--- config.mk ---
export PLATFORM = sky130hd
export DESIGN_NAME = hazard_unit_flat
export DESIGN_NICKNAME = d
export VERILOG_FILES = /design/src/rtl/hazard_unit_pkg.sv /design/src/rtl/hazard_unit_if.sv /design/src/rtl/hazard_unit_fwd_match.sv /design/src/rtl/hazard_unit.sv /design/src/flat_wrapper.sv
export SDC_FILE = /design/constraint.sdc
export NUM_CORES = 1
export LEC_CHECK = 0
export BUFFER_PORTS_ARGS = -buffer_cell sky130_fd_sc_hd__buf_2
export CAP_MARGIN = 10
export CORE_MARGIN = 2
export CORE_UTILIZATION = 42
export DETAILED_ROUTE_END_ITERATION = 8
export MAX_ROUTING_LAYER = met4
export PLACE_DENSITY = 0.69
export SETUP_SLACK_MARGIN = 0.1
export SLEW_MARGIN = 5
export SYNTH_ARGS = -nofsm -noshare
export SYNTH_HDL_FRONTEND = slang
export SYNTH_SLANG_ARGS = --single-unit
--- constraint.sdc ---
create_clock -name clk -period 1.7 [get_ports clk]
set_input_delay 0.255 -clock clk [delete_from_list [all_inputs] [get_ports clk]]
set_output_delay 0.255 -clock clk [all_outputs]
set_load 0.01 [all_outputs]
--- src/rtl/hazard_unit_pkg.sv ---
// Shared types for the hazard unit: resolution state, shadow pipeline entry,
// and the forward-select width helper.
package hazard_unit_pkg;

  localparam int DEF_ADDR_WIDTH = 5;
  // Shadow entries carry addresses at a fixed maximum width so the struct
  // stays independent of each instance's ADDR_WIDTH.
  localparam int ADDR_MAX = 16;

  typedef logic [ADDR_MAX-1:0] addr_t;

  typedef enum logic [1:0] {
    RUN,
    LOAD_USE,
    MEM_WAIT,
    FLUSH
  } hazard_state_e;

  typedef struct packed {
    logic  valid;
    addr_t rd_addr;
    logic  we;
    logic  is_load;
  } shadow_entry_t;

  function automatic int fwd_sel_width(input int depth);
    return $clog2(depth + 1);
  endfunction

endpackage

--- src/rtl/hazard_unit_if.sv ---
// ID-stage request / pipeline control bundle between the pipeline (master)
// and the hazard unit (slave). HAZARD_PERF_CNT_EN adds the perf counters.
interface hazard_unit_if #(
  parameter int ADDR_WIDTH = hazard_unit_pkg::DEF_ADDR_WIDTH,
  parameter int NUM_RD     = 2,
  parameter int DEPTH      = 2
);
  localparam int SW = hazard_unit_pkg::fwd_sel_width(DEPTH);

  logic                         id_valid_i;
  logic [NUM_RD-1:0]            id_use_rs_i;
  logic [NUM_RD*ADDR_WIDTH-1:0] id_rs_addr_i;
  logic [ADDR_WIDTH-1:0]        id_rd_addr_i;
  logic                         id_rd_we_i;
  logic                         id_is_load_i;
  logic                         branch_taken_i;
  logic                         lsu_busy_i;
  logic                         fetch_stall_o;
  logic [DEPTH:0]               stall_o;
  logic [DEPTH:0]               clear_o;
  logic [NUM_RD*SW-1:0]         fwd_sel_o;
`ifdef HAZARD_PERF_CNT_EN
  logic [31:0]                  stall_cnt_o;
  logic [31:0]                  flush_cnt_o;
`endif

  modport master (
`ifdef HAZARD_PERF_CNT_EN
    input  stall_cnt_o, flush_cnt_o,
`endif
    output id_valid_i, id_use_rs_i, id_rs_addr_i, id_rd_addr_i, id_rd_we_i,
    output id_is_load_i, branch_taken_i, lsu_busy_i,
    input  fetch_stall_o, stall_o, clear_o, fwd_sel_o
  );

  modport slave (
`ifdef HAZARD_PERF_CNT_EN
    output stall_cnt_o, flush_cnt_o,
`endif
    input  id_valid_i, id_use_rs_i, id_rs_addr_i, id_rd_addr_i, id_rd_we_i,
    input  id_is_load_i, branch_taken_i, lsu_busy_i,
    output fetch_stall_o, stall_o, clear_o, fwd_sel_o
  );

endinterface

--- src/rtl/hazard_unit_fwd_match.sv ---
// One read port against all shadow stages: youngest matching stage wins;
// a load that is not yet forwardable raises load_hit instead of being selected.
module hazard_fwd_match
  import hazard_unit_pkg::*;
#(
  parameter int ADDR_WIDTH = DEF_ADDR_WIDTH,
  parameter int DEPTH      = 2,
  parameter int LOAD_READY = 2
) (
  input  logic                                use_rs,
  input  logic [ADDR_WIDTH-1:0]               rs_addr,
  input  shadow_entry_t [DEPTH:1]             entries,
  output logic [fwd_sel_width(DEPTH)-1:0]     sel,
  output logic                                load_hit
);
  localparam int SW = fwd_sel_width(DEPTH);

  always_comb begin
    logic found;
    logic hit;
    logic early_load;
    sel        = '0;
    load_hit   = 1'b0;
    found      = 1'b0;
    hit        = 1'b0;
    early_load = 1'b0;
    for (int k = 1; k <= DEPTH; k++) begin
      hit = use_rs && (rs_addr != '0) && entries[k].valid && entries[k].we &&
            (entries[k].rd_addr == addr_t'(rs_addr));
      early_load = entries[k].is_load && (k < LOAD_READY);
      if (hit && !found) begin
        found = 1'b1;
        if (!early_load) sel = SW'(k);
      end
      if (hit && early_load) load_hit = 1'b1;
    end
  end

endmodule

--- src/rtl/hazard_unit.sv ---
// Pipeline hazard unit: forwarding selects, load-use bubbles, memory freeze
// and branch flush. Macro HAZARD_PERF_CNT_EN adds stall/flush counters.
//
// state    | meaning
// RUN      | no hazard, every stage advances
// LOAD_USE | ID needs a load result not yet forwardable: hold IF/ID, bubble EX
// MEM_WAIT | memory access outstanding: whole pipeline frozen
// FLUSH    | taken branch (live or pending): bubble IF/ID and EX, fetch continues
module hazard_unit
  import hazard_unit_pkg::*;
#(
  parameter int ADDR_WIDTH = DEF_ADDR_WIDTH,
  parameter int NUM_RD     = 2,
  parameter int DEPTH      = 2,
  parameter int LOAD_READY = 2
) (
  input logic          clk,
  input logic          rst,
  hazard_unit_if.slave bus
);
  localparam int SW = fwd_sel_width(DEPTH);

  shadow_entry_t [DEPTH:1]   shadow;
  shadow_entry_t [DEPTH-1:0] src;
  logic [NUM_RD-1:0]         load_hit;
  logic [NUM_RD*SW-1:0]      fwd_sel;
  logic [DEPTH:0]            stall;
  logic [DEPTH:0]            clear;
  logic                      fetch_stall;
  logic                      pending;
  logic                      hazard;
  hazard_state_e             state;

  // src[k] is what stage k+1 captures when it advances; src[0] is ID.
  always_comb begin
    src            = '0;
    src[0].valid   = bus.id_valid_i;
    src[0].rd_addr = addr_t'(bus.id_rd_addr_i);
    src[0].we      = bus.id_rd_we_i;
    src[0].is_load = bus.id_is_load_i;
    for (int k = 1; k < DEPTH; k++) src[k] = shadow[k];
  end

  for (genvar p = 0; p < NUM_RD; p++) begin : g_port
    hazard_fwd_match #(
      .ADDR_WIDTH (ADDR_WIDTH),
      .DEPTH      (DEPTH),
      .LOAD_READY (LOAD_READY)
    ) u_match (
      .use_rs   (bus.id_use_rs_i[p]),
      .rs_addr  (bus.id_rs_addr_i[p*ADDR_WIDTH +: ADDR_WIDTH]),
      .entries  (shadow),
      .sel      (fwd_sel[p*SW +: SW]),
      .load_hit (load_hit[p])
    );
  end

  assign hazard = bus.id_valid_i && (|load_hit);

  always_comb begin
    state = RUN;
    if (bus.lsu_busy_i)                          state = MEM_WAIT;
    else if (bus.branch_taken_i || pending)      state = FLUSH;
    else if (hazard)                             state = LOAD_USE;
  end

  always_comb begin
    stall       = '0;
    clear       = '0;
    fetch_stall = 1'b0;
    if (rst) begin
      clear = '1;
    end else begin
      case (state)
        LOAD_USE: begin
          fetch_stall = 1'b1;
          stall[0]    = 1'b1;
          clear[1]    = 1'b1;
        end
        MEM_WAIT: begin
          fetch_stall = 1'b1;
          stall       = '1;
        end
        FLUSH:    clear[1:0] = 2'b11;
        default:  ;
      endcase
    end
  end

  always_ff @(posedge clk or posedge rst) begin
    if (rst) begin
      shadow  <= '0;
      pending <= 1'b0;
    end else begin
      for (int k = 1; k <= DEPTH; k++) begin
        if (clear[k])       shadow[k] <= '0;
        else if (!stall[k]) shadow[k] <= src[k-1];
      end
      // A branch seen during a memory freeze is replayed as soon as it ends.
      if (state == FLUSH)                             pending <= 1'b0;
      else if (bus.lsu_busy_i && bus.branch_taken_i)  pending <= 1'b1;
    end
  end

  assign bus.fetch_stall_o = fetch_stall;
  assign bus.stall_o       = stall;
  assign bus.clear_o       = clear;
  assign bus.fwd_sel_o     = fwd_sel;

`ifdef HAZARD_PERF_CNT_EN
  logic [31:0] stall_cnt;
  logic [31:0] flush_cnt;

  always_ff @(posedge clk or posedge rst) begin
    if (rst) begin
      stall_cnt <= '0;
      flush_cnt <= '0;
    end else begin
      if ((state == LOAD_USE || state == MEM_WAIT) && stall_cnt != '1)
        stall_cnt <= stall_cnt + 32'd1;
      if (state == FLUSH && flush_cnt != '1)
        flush_cnt <= flush_cnt + 32'd1;
    end
  end

  assign bus.stall_cnt_o = stall_cnt;
  assign bus.flush_cnt_o = flush_cnt;
`endif

endmodule
--- src/flat_wrapper.sv ---
// flat-port wrapper written by rule: the top's interface ports become plain ports
module hazard_unit_flat import hazard_unit_pkg::*;
#(
  parameter int ADDR_WIDTH = DEF_ADDR_WIDTH,
  parameter int NUM_RD     = 2,
  parameter int DEPTH      = 2,
  parameter int LOAD_READY = 2
)
  (clk, rst, bus_id_valid_i, bus_id_use_rs_i, bus_id_rs_addr_i, bus_id_rd_addr_i, bus_id_rd_we_i, bus_id_is_load_i, bus_branch_taken_i, bus_lsu_busy_i, bus_fetch_stall_o, bus_stall_o, bus_clear_o, bus_fwd_sel_o);
  hazard_unit_if #(.ADDR_WIDTH(ADDR_WIDTH), .NUM_RD(NUM_RD), .DEPTH(DEPTH)) bus_i ();
  input logic clk;
  input logic rst;
  input wire logic [$bits(bus_i.id_valid_i)-1:0] bus_id_valid_i;
  input wire logic [$bits(bus_i.id_use_rs_i)-1:0] bus_id_use_rs_i;
  input wire logic [$bits(bus_i.id_rs_addr_i)-1:0] bus_id_rs_addr_i;
  input wire logic [$bits(bus_i.id_rd_addr_i)-1:0] bus_id_rd_addr_i;
  input wire logic [$bits(bus_i.id_rd_we_i)-1:0] bus_id_rd_we_i;
  input wire logic [$bits(bus_i.id_is_load_i)-1:0] bus_id_is_load_i;
  input wire logic [$bits(bus_i.branch_taken_i)-1:0] bus_branch_taken_i;
  input wire logic [$bits(bus_i.lsu_busy_i)-1:0] bus_lsu_busy_i;
  output wire logic [$bits(bus_i.fetch_stall_o)-1:0] bus_fetch_stall_o;
  output wire logic [$bits(bus_i.stall_o)-1:0] bus_stall_o;
  output wire logic [$bits(bus_i.clear_o)-1:0] bus_clear_o;
  output wire logic [$bits(bus_i.fwd_sel_o)-1:0] bus_fwd_sel_o;
  assign bus_i.id_valid_i = bus_id_valid_i;
  assign bus_i.id_use_rs_i = bus_id_use_rs_i;
  assign bus_i.id_rs_addr_i = bus_id_rs_addr_i;
  assign bus_i.id_rd_addr_i = bus_id_rd_addr_i;
  assign bus_i.id_rd_we_i = bus_id_rd_we_i;
  assign bus_i.id_is_load_i = bus_id_is_load_i;
  assign bus_i.branch_taken_i = bus_branch_taken_i;
  assign bus_i.lsu_busy_i = bus_lsu_busy_i;
  assign bus_fetch_stall_o = bus_i.fetch_stall_o;
  assign bus_stall_o = bus_i.stall_o;
  assign bus_clear_o = bus_i.clear_o;
  assign bus_fwd_sel_o = bus_i.fwd_sel_o;
  hazard_unit #(.ADDR_WIDTH(ADDR_WIDTH), .NUM_RD(NUM_RD), .DEPTH(DEPTH), .LOAD_READY(LOAD_READY)) u_core (.clk(clk), .rst(rst), .bus(bus_i));
endmodule
==> run summary, run 1 <==
Failing checks: negative setup slack
Internal: 0.647 mW
Port Buffers: 34
Worst Max-Slew Pin Slew: 0.602 ns
Synth Flop Type: dfrtp_1
EDFF count, synth: 0
Post-DP HPWL: 2210 µm
R2R Setup Slk: -0.19 ns
Synth top area share: 0.388
H-tree depth: 1
Setup crit start: u_core.shadow[6]
Average cell area after synthesis: 10.1 µm²
Outcome: finished, violations left
CP max FO: 3
Sink Count: 16
Seq/Total Area, Yosys: 0.388
Yosys top cell by area: dfrtp_1
Switching share of power: 0.280
Unrepaired setup endpoints after global routing: true
Total global-route track usage: 0.236
Synth Cell Area: 1030 µm²
Clock power frac: 0.279
Initial antenna violation count: 0
Die H: 53.5 µm
Critical Path End: bus_clear_o[1]
Worst path bufs/invs: 1
IO Pins: 35
Slowest stage delay, CP: 0.43 ns
Worst vdd ir: 0.451 mV
Tcrit/Tclk final: 1.19
Seq pwr share: 0.467
TritonCTS clock tree: yes
P&R area growth vs syn: 50.5%
Vias per cell: 5.29
DRC Markers: 0
CP startpoint kind: flop
Routed via count: 1,010
Antenna viol nets, final: 0
Power per standard cell area: 579 nW/µm²
CTS root buf: clkbuf_4
Worst setup margin: -0.330 ns
CTS Buffer Depth: 2
Critical path arrival: 1.77 ns
RD Place Congestion: 0.764
Synth top area cells: dfrtp_1, xnor2_1, mux2i_1, xor2_1, a22o_1
Layout cells sized above 1: 0.521
Leakage: 0.760 nW
Setup-failing EPs final: 14
Synth Net Count: 126
Fin crit period: 2.03 ns
Async SR Flop Fraction: 1.00
Clk_lat worst skew: 0.28 ns
Initial DRC Count: 19
Cell Chain, Critical Path: xnor2_1 > nand4_1 > nor3_4 > nor2_2 > o31ai_2 > buf_2
R2r endpoint: u_core.shadow[6]
Cell variety after synth: 30
Comb power frac: 0.255
TritonCTS Buffers: 3
Nets: 188
CTS Hold Bufs: 0
Setup TNS Final: -3.24 ns
Diode count: 0
Power consumption: 0.899 mW
Initial Utilization: 0.453
Core ar.: 2280 µm²
Slowest CP cell: dfrtp_1
Drt pass-1 iters: 4
Core Rows: 17
Total grt overflow: 0
Setup crit end kind: output port
Largest net degree at the start of global routing: 17
Syn Inst Count: 102
Critical setup path kind: flop to output port
Hold Vio Cnt, Final: 0
Drt wl/cell: 15.0 µm
Slew Limit Fails: 0
Final WL: 2870 µm
RR Startpoint: u_core.shadow[6]
First-pass GRT wire length: 4730 µm
Max Freq: 0.493 GHz
Max-slew headroom: 0.598
Stages on the worst setup path: 6
Number of global-route vias before repair: 1,027
Die width: 53.5 µm
Flops & latches, synth: 16
Yosys warning count: 0
Psw: 0.252 mW
Maximum Capacitance Violations: 0
Worst-path clk slew: 0.10 ns
Clock Skews: 0.000632 ns
Die area: 2870 µm²
R2r worst-path depth: 9
Hold Path Class: primary input to asynchronous set/reset pin
CP Data Required Time: 1.44 ns
CP top delay family: simple AND/OR/NAND/NOR gates
layer usage:
metal	wire length (µm)	GRT usage
met1	1250	0.300
met2	1440	0.391
met3	136	0.0222
met4	42	0.0897
met5	0	-
cell usage after synthesis, types with 3 or more instances:
master / instances
a22o_1: 7
mux2i_1: 7
buf_4: 3
nor3_1: 3
nor2_1: 12
xnor2_1: 12
dfrtp_1: 16
nor4_1: 4
nand4_1: 4
xor2_1: 8
nand3_1: 3
area by class of cell:
cell class | instances | area [µm²]
flip-flops and latches | 16 | 400
repair buffers | 63 | 403
multi-input cells | 78 | 669
inverters | 2 | 7.51
clock buffers | 4 | 36.3
fillers | 193 | 724
well taps | 28 | 35.0
through the flow:
stage          cells  setup WS [ns]  utilization  instance area, µm²  hold WS (ns)
3_3_place_gp     180         -0.118        0.616                1400         0.471
5_1_grt          191         -0.425        0.682                1550         0.182
4_1_cts          188         -0.302        0.656                1490         0.165
3_5_place_dp     180         -0.175        0.616                1400         0.477
6_report         191         -0.330        0.682                1550         0.166
2_1_floorplan    102       -0.00360            -                1070         0.379
state kept, by name, summed over array words and instances (netlist names):
register,cells
u_core.pending,1
u_core.shadow,15
cell families (layout without fill, tap and decap cells):
group / after synthesis / after routing / synth area share
DFF: 16 / 16 / 0.388
AOI/OAI and AO/OA: 14 / 14 / 0.132
and+or+nand+nor: 37 / 37 / 0.201
xor gates and xnor gates: 20 / 20 / 0.170
buffers and inverters: 8 / 69 / 0.0400
muxes: 7 / 7 / 0.0680
how the worst min path moves through the flow:
stage,cells after the start,endpoint
2_1_floorplan,2,u_core.pending
3_3_place_gp,2,u_core.shadow[2]
3_5_place_dp,2,u_core.shadow[2]
4_1_cts,2,u_core.shadow[2]
5_1_grt,2,u_core.shadow[5]
6_report,2,u_core.shadow[20]
placed cells by master, fill, tap and decap left out, types with 3 or more instances in the layout:
master / instances
a22o_1: 7
buf_2: 34
buf_4: 25
buf_6: 4
clkbuf_4: 3
dfrtp_1: 16
mux2i_1: 7
nand4_1: 4
nor2_1: 10
nor3_4: 3
xnor2_1: 12
xor2_1: 8
what timing repair did:
item                                   CTS  global route
gates cloned                             0             0
setup endpoints to repair               14            16
pin swaps                               14             4
endpoints found under the hold margin    0             0
gates resized for setup                  5             8
setup buffers                            4             3
power by group through the flow:
| stage | logic [mW] | clock network (mW) | registers (mW) |
|---|---|---|---|
| after floorplan | 0.112 | 0 | 0.420 |
| after global placement | 0.206 | 0 | 0.424 |
| after detailed placement | 0.213 | 0 | 0.426 |
| after CTS | 0.222 | 0.258 | 0.419 |
| after global routing | 0.251 | 0.273 | 0.422 |
| final | 0.229 | 0.251 | 0.419 |
Power figures use the tool's default switching activity.
==> run 2, diff against run 1 <==
ABC_AREA = 1   (was not set)
PLACE_DENSITY = 0.67   (was 0.69)
==> run 2 against run 1 <==
  * The run still ends with negative setup slack left
  * Non-clock buffer count shrank 21
  * Clock power is essentially flat
  * Highest routed layer unchanged
  * Final cell count rose by 35%
  * Worst hold slack lost 0.15 ns
  * Die area is 17% higher
==> run summary, run 2 <==
Outcome: finished, violations left
Failing checks: negative setup slack
Core ar.: 2760 µm²
Max-slew headroom: 0.834
DRC Markers: 0
Fin cells: 257
Crit path top cell by count: nand2_1
Worst-path clk slew: 0.10 ns
Leakage: 0.882 nW
Largest net degree at the start of global routing: 23
Vias per cell: 4.78
IO Pins: 35
Power consumption: 0.900 mW
Cell variety after synth: 27
Initial antenna violation count: 0
Core Rows: 19
Yosys top cell by area: dfrtp_1
CTS Buffer Depth: 2
Tcrit/Tclk final: 1.09
CP startpoint kind: flop
Die H: 58.0 µm
Clock power frac: 0.276
Top Metal Used: met4
Unrepaired setup endpoints after global routing: true
Max reg flops: 15
Critical path arrival: 1.60 ns
Worst Max-Slew Pin Slew: 0.250 ns
Comb power frac: 0.248
Psw: 0.271 mW
Commonest cells after routing, fill and taps aside: nand2_1, buf_2, inv_1
Flops & latches, synth: 16
Diode count: 0
CTS root buf: clkbuf_4
Largest register by flop count: u_core.shadow
Slowest CP cell: dfrtp_1
Fin area: 1520 µm²
Number of global-route vias before repair: 1,086
Yosys warning count: 0
Setup TNS Final: -0.731 ns
Worst setup margin: -0.152 ns
Slew Limit Fails: 0
Final WL: 3030 µm
Routed met3 length: 152 µm
CP Data Required Time: 1.44 ns
Commonest non-fill, non-tap cell in the layout: nand2_1
Pre-CTS setup slack: 0.0786 ns
Cell Chain, Critical Path: inv_2 > nand2_1 > nand2_1 > nand2_1 > nor2_2 > nand3_2 > nand2_2 > nand2_4 > a21oi_2 > buf_2
WL met1: 1530 µm
Placed cell count: 250
Max Freq: 0.540 GHz
Synth top area cells: dfrtp_1, nand2_1, inv_1, nor2_1, nand3_1
Seq pwr share: 0.475
TritonCTS clock tree: yes
Post-DP HPWL: 2380 µm
Port Buffers: 34
Die width: 58.0 µm
Seq/Total Area, Yosys: 0.327
Clock Skews: 0.0124 ns
Hold Vio Cnt, Final: 0
Drt pass-1 iters: 4
Placed Area: 1440 µm²
Maximum Capacitance Violations: 0
Die area: 3360 µm²
Hold Path Class: primary input to asynchronous set/reset pin
Top Registers: u_core.shadow x15, u_core.pending x1
Slowest stage delay, CP: 0.43 ns
Initial DRC Count: 55
Most common cell in the synthesized netlist: nand2_1
Initial Utilization: 0.444
CTS Hold Bufs: 0
Setup crit end kind: output port
P&R area growth vs syn: 24.4%
Fillers: 290
H-tree depth: 1
Clk_lat worst skew: 0.28 ns
Syn Inst Count: 186
Antenna viol nets, final: 0
Synth top area share: 0.327
Total grt overflow: 0
Setup-failing EPs final: 7
Critical setup path kind: flop to output port
Average cell area after synthesis: 6.59 µm²
Final core occ: 0.553
Total global-route track usage: 0.198
RD Place Congestion: 1.02
Routed via count: 1,228
Layout cells sized above 1: 0.310
CP max FO: 4
Synth Flop Type: dfrtp_1
Async SR Flop Fraction: 1.00
Power per standard cell area: 591 nW/µm²
EDFF count, synth: 0
First-pass GRT wire length: 4970 µm
Worst vdd ir: 0.416 mV
TritonCTS Buffers: 3
Switching share of power: 0.302
Sink Count: 16
Synth cell count leaders: nand2_1, inv_1, nor2_1
Fin crit period: 1.85 ns
Synth Net Count: 210
Hold Slack: 0.0188 ns
Synth Cell Area: 1220 µm²
Nets: 251
Drt wl/cell: 11.8 µm
Routed length on met2: 1330 µm
Internal: 0.629 mW
-- run 2: cell types whose count changed after synthesis, moves of 7 or more --
cell | before | now
a22o_1 | 7 | 0
inv_1 | 2 | 27
mux2i_1 | 7 | 0
nand2_1 | 1 | 56
nand3_1 | 3 | 16
nor2_1 | 12 | 25
xnor2_1 | 12 | 5
-- run 2: logic make-up after synthesis --
group,count (synthesis),share of synthesized area
buf+inv,38,0.145
flops,16,0.327
compound gates,15,0.0746
simple gates,110,0.403
xor+xnor,7,0.0501
-- run 2: cell type report --
class	count	area, µm²	share of cell area
multi-input combinational	132	669	0.439
sequential	16	403	0.264
timing repair buffer	42	243	0.159
inverter	32	134	0.0878
tap	31	38.8	0.0255
clock buffer	4	36.3	0.0238
-- run 2: path summary, 6_finish.rpt --
check,from,endpoint,slack [ns],depth (start not counted)
min in group clk,bus_branch_taken_i,u_core.pending,0.21,3
setup reg to reg,u_core.shadow[6],u_core.shadow[18],0.25,11
max in group asynchronous,rst,u_core.shadow[5],1.44,3
setup / recovery,u_core.shadow[6],bus_fetch_stall_o,-0.15,10
hold reg to reg,u_core.shadow[37],u_core.shadow[37],0.48,2
hold / removal,rst,u_core.pending,0.02,3
-- run 2: metal layers --
| layer | vias up | global-route usage |
|---|---|---|
| met1 | 536 | 0.286 |
| met4 | 0 | 0.0498 |
| met5 | - | - |
| li1 | 654 | - |
| met3 | 2 | 0.0201 |
| met2 | 36 | 0.299 |
-- run 2: repair_timing --
action,4_1_cts,5_1_grt
hold endpoints to repair,0,0
setup endpoints to repair,7,7
resized for setup,5,5
pin swaps,5,5
buffers inserted,3,0
-- run 2: worst max-delay path: cells and delay by family (launching register included) --
kind                   cells  cell delay [ns]
AO/OA/AOI/OAI              1             0.12
flip-flops                 1             0.43
AND/OR/NAND/NOR            7             0.54
buffers and inverters      2             0.22
-- run 2: power groups by stage --
stage / combinational, mW / clock [mW] / sequential [mW]
floorplan: 0.139 / 0 / 0.426
global placement: 0.213 / 0 / 0.433
global route: 0.252 / 0.268 / 0.431
CTS: 0.222 / 0.259 / 0.426
detailed placement: 0.213 / 0 / 0.433
finish: 0.223 / 0.249 / 0.428
==> run 3, diff against run 2 <==
CAP_MARGIN = 0   (was 10)
PLACE_DENSITY = 0.69   (was 0.67)
SETUP_SLACK_MARGIN = not set   (was 0.1)
clock period = 1.6 ns   (was 1.7 ns; I/O delays follow)
==> run 3 against run 2 <==
  * The flow still finishes with violations (negative setup slack)
  * Combinational power is 11% higher
  * Critical path depth is 2 lower
  * Register-to-register slack worse by 0.07 ns
  * Power is 6.9% higher
  * Clock skew is 0.0050 ns lower
  * Utilization is 1.3 points higher
  * Via count is 0.98% higher
  * Worst setup slack worse by 0.057 ns
  * Critical path type unchanged
==> run summary, run 3 (synthesized netlist as in run 2, its figures left out) <==
Outcome: finished, violations left
Failing checks: negative setup slack
Largest register by flop count: u_core.shadow
Critical path arrival: 1.57 ns
Vias per cell: 4.73
Initial DRC Count: 33
Slew Limit Fails: 0
Routed length on met2: 1330 µm
Antenna viol nets, final: 0
CTS root buf: clkbuf_4
Routed met3 length: 231 µm
TritonCTS clock tree: yes
Setup crit end kind: output port
Drt wl/cell: 11.5 µm
Die width: 58.0 µm
Setup-failing EPs final: 7
Tcrit/Tclk final: 1.13
IO Pins: 35
Max-slew headroom: 0.835
R2R Setup Slk: 0.18 ns
Hold Vio Cnt, Final: 0
Post-DP HPWL: 2350 µm
Hold Path Class: primary input to asynchronous set/reset pin
Initial Utilization: 0.444
Commonest non-fill, non-tap cell in the layout: nand2_1
Total grt overflow: 0
RD Place Congestion: 0.933
Critical setup path kind: flop to output port
TritonCTS Buffers: 3
Fin cells: 262
Commonest cells after routing, fill and taps aside: nand2_1, buf_2, nor2_1, inv_1, nand3_1
RR Startpoint: u_core.shadow[4]
R2r endpoint: u_core.shadow[6]
Leakage: 0.903 nW
Worst-path clk slew: 0.10 ns
Final WL: 3030 µm
Top Metal Used: met4
WL met1: 1440 µm
Diode count: 0
Die H: 58.0 µm
Layout cells sized above 1: 0.342
Final core occ: 0.566
Worst vdd ir: 0.454 mV
Fin crit period: 1.81 ns
Routed via count: 1,240
Port Buffers: 34
CTS Buffer Depth: 2
Sink Count: 16
Initial antenna violation count: 0
R2r worst-path depth: 9
Number of global-route vias before repair: 1,106
Worst setup margin: -0.208 ns
Clock Skews: 0.00743 ns
Drt pass-1 iters: 4
CTS Hold Bufs: 0
CP Data Required Time: 1.36 ns
Unrepaired setup endpoints after global routing: true
P&R area growth vs syn: 27.4%
Core Rows: 19
Power per standard cell area: 617 nW/µm²
Maximum Capacitance Violations: 0
CP max FO: 4
Worst Max-Slew Pin Slew: 0.248 ns
Top Registers: u_core.shadow x15, u_core.pending x1
Largest net degree at the start of global routing: 22
H-tree depth: 1
First-pass GRT wire length: 5010 µm
Core ar.: 2760 µm²
Nets: 256
Die area: 3360 µm²
DRC Markers: 0
Placed cell count: 251
Max Freq: 0.553 GHz
Max reg flops: 15
CP startpoint kind: flop
Clk_lat worst skew: 0.28 ns
Total global-route track usage: 0.202
[run 3: cell count changes in the layout (fill, tap and decap cells not counted), sizes merged]
cell	change
buf	+5
[run 3: through the flow]
stage               hold slack (ns)  setup TNS, ns  setup WS (ns)  area (µm²)  total power [mW]
global route                 0.0133          -2.12         -0.357        1560              1.04
finish                       0.0103          -1.14         -0.208        1560             0.962
floorplan                    0.0887              0         0.0489        1220             0.601
detailed placement            0.333              0         0.0276        1440             0.684
global placement              0.331              0         0.0276        1440             0.683
CTS                          0.0134          -1.27         -0.223        1510             0.963
[run 3: power by group]
part	leakage (nW)	total (mW)	switching, mW	internal (mW)
combinational	0.672	0.248	0.140	0.108
sequential	0.210	0.454	0.0258	0.428
clock	0.0210	0.260	0.122	0.138
[run 3: metal layers]
metal | GRT usage | vias to the layer above
met3 | 0.0379 | 4
met2 | 0.310 | 41
met5 | - | -
met1 | 0.271 | 526
met4 | 0.0664 | 0
li1 | - | 669
[run 3: worst max-delay path by stage]
stage	from	end	slack, ns	depth (start not counted)
after floorplan	u_core.shadow[5]	bus_stall_o[0]	0.05	8
after global placement	u_core.shadow[3]	bus_fetch_stall_o	0.03	8
after detailed placement	u_core.shadow[5]	bus_stall_o[0]	0.03	8
after CTS	u_core.shadow[6]	bus_stall_o[0]	-0.22	10
after global routing	u_core.shadow[4]	bus_fetch_stall_o	-0.36	9
final	u_core.shadow[4]	bus_fetch_stall_o	-0.21	8
[run 3: what timing repair did]
item,in CTS,in global routing
gates resized for setup,4,10
buffers inserted,5,2
endpoints found under the setup margin,7,7
pin swaps,4,3
[run 3: area by class of cell]
type                       instances  area, µm²
multi-input combinational        132        679
clock buffer                       4       36.3
fill                             286       1200
tap                               31       38.8
sequential                        16        404
timing repair buffer              47        268
inverter                          32        134
[run 3: worst max-delay path, cell delays in order (launching register included)]
cell and delay (ns):
dfrtp_2 0.45, nand2_1 0.07, nand2_1 0.06, nor3_2 0.18, nand3_2 0.12, nand2_2 0.09, nand2_4 0.05, a21oi_2 0.12
buf_2 0.14
